===== src/rtl/mem_wb_stage.sv =====
// MEM/WB pipeline register: load lane select and extension, write-back mux,
// misalignment capture, and load/store/halt retire status for the debug unit.
module mem_wb_stage #(
    parameter int B     = 32,
    parameter int RA    = 5,
    parameter int CNT_W = 16
) (
    input  logic             i_clk,
    input  logic             i_reset_n,
    input  logic             i_enable,
    input  logic             i_flush,
    input  logic             i_clear_err,
    input  logic             i_valid,
    input  logic [B-1:0]     i_mem_data,
    input  logic [B-1:0]     i_alu_result,
    input  logic [RA-1:0]    i_rd_addr,
    input  logic             i_reg_write,
    input  logic             i_mem_to_reg,
    input  logic             i_mem_read,
    input  logic             i_mem_write,
    input  logic [1:0]       i_bhw,
    input  logic             i_unsigned,
    input  logic             i_halt,
    output logic             o_valid,
    output logic [B-1:0]     o_wb_data,
    output logic [RA-1:0]    o_rd_addr,
    output logic             o_reg_write,
    output logic             o_misaligned,
    output logic [B-1:0]     o_err_addr,
    output logic [CNT_W-1:0] o_load_count,
    output logic [CNT_W-1:0] o_store_count,
    output logic             o_halt
);

    logic [1:0]   off;
    logic         is_byte;
    logic         is_half;
    logic         is_word;
    logic [7:0]   byte_lane;
    logic [15:0]  half_lane;
    logic [B-1:0] load_data;
    logic [B-1:0] wb_next;
    logic         misaligned;
    logic         reg_write_next;
    logic         load_retire;
    logic         store_retire;

    assign off     = i_alu_result[1:0];
    assign is_byte = (i_bhw == 2'b00);
    assign is_half = (i_bhw == 2'b01);
    assign is_word = i_bhw[1];   // 10 is treated as a word access

    // NOTE: every variable gets a default first so no path leaves it unassigned (no latch).
    always_comb begin
        byte_lane = i_mem_data[{off, 3'b000} +: 8];
        half_lane = i_mem_data[{off[1], 4'b0000} +: 16];
        load_data = i_mem_data;
        if (is_byte) begin
            load_data = {{(B-8){byte_lane[7] & ~i_unsigned}}, byte_lane};
        end else if (is_half) begin
            load_data = {{(B-16){half_lane[15] & ~i_unsigned}}, half_lane};
        end
    end

    assign wb_next        = i_mem_to_reg ? load_data : i_alu_result;
    assign misaligned     = i_valid & (i_mem_read | i_mem_write)
                          & ((is_half & off[0]) | (is_word & (off != 2'b00)));
    assign reg_write_next = i_valid & i_reg_write & (i_rd_addr != '0) & ~misaligned;
    assign load_retire    = i_valid & i_mem_read  & ~misaligned;
    assign store_retire   = i_valid & i_mem_write & ~misaligned;

    // NOTE: state registers use non-blocking assignments so all flops update together.
    always_ff @(posedge i_clk or negedge i_reset_n) begin
        if (!i_reset_n) begin
            o_valid     <= 1'b0;
            o_wb_data   <= '0;
            o_rd_addr   <= '0;
            o_reg_write <= 1'b0;
        end else if (i_flush) begin
            o_valid     <= 1'b0;
            o_wb_data   <= '0;
            o_rd_addr   <= '0;
            o_reg_write <= 1'b0;
        end else if (i_enable) begin
            o_valid     <= i_valid;
            o_wb_data   <= wb_next;
            o_rd_addr   <= i_rd_addr;
            o_reg_write <= reg_write_next;
        end
    end

    // Status survives flushes; only the error clear acts while stalled.
    always_ff @(posedge i_clk or negedge i_reset_n) begin
        if (!i_reset_n) begin
            o_misaligned  <= 1'b0;
            o_err_addr    <= '0;
            o_load_count  <= '0;
            o_store_count <= '0;
            o_halt        <= 1'b0;
        end else if (!i_flush) begin
            if (i_enable && misaligned) begin
                o_misaligned <= 1'b1;
                if (!o_misaligned || i_clear_err) begin
                    o_err_addr <= i_alu_result;
                end
            end else if (i_clear_err) begin
                o_misaligned <= 1'b0;
                o_err_addr   <= '0;
            end
            if (i_enable) begin
                if (load_retire)  o_load_count  <= o_load_count + 1'b1;
                if (store_retire) o_store_count <= o_store_count + 1'b1;
                if (i_valid && i_halt) o_halt <= 1'b1;
            end
        end
    end

endmodule


===== config.mk =====
export PLATFORM = sky130hd
export DESIGN_NAME = mem_wb_stage
export DESIGN_NICKNAME = d
export VERILOG_FILES = /design/src/rtl/mem_wb_stage.sv
export SDC_FILE = /design/constraint.sdc
export NUM_CORES = 1
export LEC_CHECK = 0
export ABC_AREA = 1
export CORE_ASPECT_RATIO = 1.25
export CORE_MARGIN = 2
export CORE_UTILIZATION = 47
export CTS_BUF_LIST = sky130_fd_sc_hd__clkbuf_2
export CTS_CLUSTER_DIAMETER = 120
export CTS_CLUSTER_SIZE = 20
export DETAILED_ROUTE_END_ITERATION = 12
export GPL_TIMING_DRIVEN = 0
export PLACE_DENSITY_LB_ADDON = 0.05
export SYNTH_ARGS = -nofsm -noshare
export SYNTH_HDL_FRONTEND = slang
export SYNTH_SLANG_ARGS = --single-unit
export TNS_END_PERCENT = 10

===== constraint.sdc =====
create_clock -name i_clk -period 2 [get_ports i_clk]
set_input_delay 0.3 -clock i_clk [delete_from_list [all_inputs] [get_ports i_clk]]
set_output_delay 0.3 -clock i_clk [all_outputs]
set_load 0.05 [all_outputs]

==> summary.md <==
| Metric | Value |
|---|---|
| Worst path top cell family by delay | buffers and inverters |
| Layout cells sized above 1 | 0.0568 |
| Drt wl/cell | 14.8 um |
| Routability cong. | 0.955 |
| Worst rel slew slack | 0.546 |
| Clk_lat worst skew | around 0.61 ns |
| Placeable Area | 12,200 sq um |
| Setup ws final | 0.0919 ns |
| Share of the synthesized area in the top cell type | 0.446 |
| Nets | ~1,100 |
| CTS buffer count | 9 |
| Finished Core Util | 0.655 |
| WHS | 0.212 ns |
| Comb pwr share | 0.327 |
| Pre-CTS worst setup slack | -0.291 ns |
| Root Driver | clkbuf_2 |
| Crit end category | output port |
| Sequential cell area fraction in the yosys report | 0.446 |
| Final wirelength | 18,100 um |
| CP Max Fanout | 2 |
| Drt first pass iters | 6 |
| Longest Clk Path Bufs | 2 |
| Mapped cell area | 5890 sq um |
| Number of port buffers | between 150 and 200 |
| CP max stage cell | dlygate4sd2_1 |
| Max Clock Freq | 0.524 GHz |
| Area Growth Syn to Fin | 35.4% |
| Post-synth EDFFs | 0 |
| Hold WC Path Type | in2async |
| P_int | 3.40 mW |
| Die height | 129 um |
| Clock Pin Slew Worst Setup and Hold Paths | 0.28 ns |
| CTS tree | yes |
| Crit-path max cell delay | 0.58 ns |
| Crit path cell chain | dlygate4sd2_1 |
| Slew Limit Fails | 0 |
| PD cells | 698 nW/um^2 |
| VDD IR-drop max | 0.346 mV |
| DRC Markers | 0 |
| Largest net degree at the start of global routing | 58 |
| Area contributors post-synth | dfrtp_1, nand2_1, nor2_1 |
| Grt total ovfl | 0 |
| Outcome | completed |
| Buf/Inv on CP | 1 |
| Final Hold Fails | 0 |
| Final Cycle Share | 0.954 |
| Crit start category | flop |
| Slew @ Worst Pin | roughly 0.68 ns |
| Most frequent cells in the layout | nand2_1, nor2_1, dfrtp_1, dlygate4sd2_1, clkdlybuf4s50_1 |
| Die X | ~100 um |
| Post-DRT Antenna Nets | 0 |
| Clk pwr share | 0.228 |
| Syn. warnings | 0 |
| Register area | 2630 sq um |
| Crit path DAT | 1.61 ns |
| IO Pins | 188 |
| Worst path required time | about 1.7 ns |
| Commonest non-fill, non-tap cell in the layout | nand2_1 |
| Max cap viols | 0 |
| Final HPWL DP | between 10,000 and 15,000 um |
| Net Switching | 2.16 mW |
| Leakage power total | 4.45 nW |
| FFs w/ async S/R, synth | 1.00 |
| Initial antenna violation count | 1 |
| Syn nets | 940 |
| Sequential power share | 0.446 |
| RSZ-0062 raised after global routing | true |
| Mapped Cells | 855 |
| Leading register cell type out of synthesis | dfrtp_1 |
| Die area | roughly 13,000 sq um |
| Final setup viols | 0 |
| Total track usage | 0.274 |
| Vias | 6,077 |
| Yosys cell types | 30 |
| Clock skew | 0.0120 ns |
| CTS sink count | ~110 |
| Drt initial violations | roughly 320 |
| Rows | 45 |
| Area leader, netlist | dfrtp_1 |
| Kind of critical path | reg2out |
| Setup bufs post-CTS | 0 |
| Initial Util | 0.484 |
| H-tree depth | 3 |
| Global-route wire length before repair | 28,800 um |
| Minimum clock period | 1.91 ns |
| Fill cells | 1,165 |
| Post-synthesis average cell area | about 6.9 sq um |
| Yosys reg bits | 105 |
| Vias in the first global route | 5,694 |
| Multi-input logic area | 2820 sq um |
| Switching share of total power | 0.389 |
| Avg Vias per Cell | 4.98 |
-- routing by layer --
layer / track usage / wire length (um) / part of all wire / vias to the layer above
li1: - / - / - / 3069
met1: 0.344 / 7620 / 0.42 / 2743
met2: 0.462 / 8700 / 0.48 / 216
met3: 0.0493 / 976 / 0.054 / 49
met4: 0.130 / 818 / 0.045 / 0
met5: 0 / 0 / 0 / -
-- cell families (layout without fill, tap and decap cells) --
| kind of cell | Yosys count | count (layout) | share of synthesized area |
|---|---|---|---|
| buffers and inverters | 103 | 304 | 0.0744 |
| adders and majority gates | 2 | 2 | 0.00425 |
| xor gates and xnor gates | 17 | 17 | 0.0253 |
| and+or+nand+nor | 567 | 567 | 0.389 |
| AOI/OAI and AO/OA | 61 | 61 | 0.0612 |
| other | 0 | 1 | 0 |
| DFF | 105 | 105 | 0.446 |
-- cells in the mapped netlist, types with 3 or more instances --
cell and number:
nand2_1 356, nor2_1 120, dfrtp_1 105, inv_1 61, nand3_1 61, o21ai_0 28
clkbuf_1 18, a21oi_1 13, nand4_1 13, xor2_1 13, buf_2 11, nor3_1 11
o211ai_1 11, buf_4 4, inv_2 4, xnor2_1 4, buf_6 3, o21ai_1 3
-- area by class of cell --
class | count | area share
plain buffers | 38 | 0.0243
repair buffers | 186 | 0.216
inverters | 65 | 0.0306
clock inverters | 5 | 0.0130
diodes | 1 | 0.000314
clock buffers | 10 | 0.00628
well taps | 164 | 0.0257
multi-input cells | 647 | 0.354
flip-flops and latches | 105 | 0.330
-- stage by stage --
step | power (mW) | instance area (sq um) | TNS [ns] | instances
after floorplan | 3.68 | 5890 | 0 | 855
after global placement | 4.45 | 7940 | -371.67 | 1203
after detailed placement | 4.47 | 7960 | -11.13 | 1204
after CTS | 5.61 | 8000 | 0 | 1220
after global routing | 5.85 | 7970 | -0.00551 | 1221
final | 5.56 | 7970 | 0 | 1221
-- final timing paths --
| kind | start | end | slack, ns | cells past startpoint |
|---|---|---|---|---|
| max | o_wb_data[31] | o_wb_data[31] | 0.09 | 1 |
| min | i_reset_n | o_err_addr[14] | 0.21 | 2 |
| max reg2reg | o_load_count[0] | o_load_count[14] | 0.41 | 8 |
| min reg2reg | o_halt | o_halt | 0.50 | 1 |
| max in group asynchronous | i_reset_n | o_rd_addr[3] | 1.08 | 3 |
| min in group i_clk | i_mem_to_reg | o_wb_data[27] | 0.22 | 5 |
-- registers in the layout, summed over array words and instances (netlist names) --
signal         cells
o_err_addr        32
o_halt             1
o_load_count      16
o_misaligned       1
o_rd_addr          5
o_reg_write        1
o_store_count     16
o_valid            1
o_wb_data         32
-- power groups by stage --
stage / clock network, mW / logic, mW / registers [mW]
2_1_floorplan: 0 / 0.533 / 3.15
4_1_cts: 1.30 / 1.83 / 2.48
5_1_grt: 1.38 / 1.96 / 2.51
3_3_place_gp: 0 / 1.93 / 2.52
3_5_place_dp: 0 / 1.95 / 2.52
6_report: 1.27 / 1.82 / 2.48
-- timing repair --
action                                 in CTS  in global routing
gates resized for setup                   113                 32
setup endpoints to repair                 105                 24
endpoints found under the hold margin      48                  0
hold buffers                                1                  0
No activity file was read; power rests on OpenSTA's default activity.
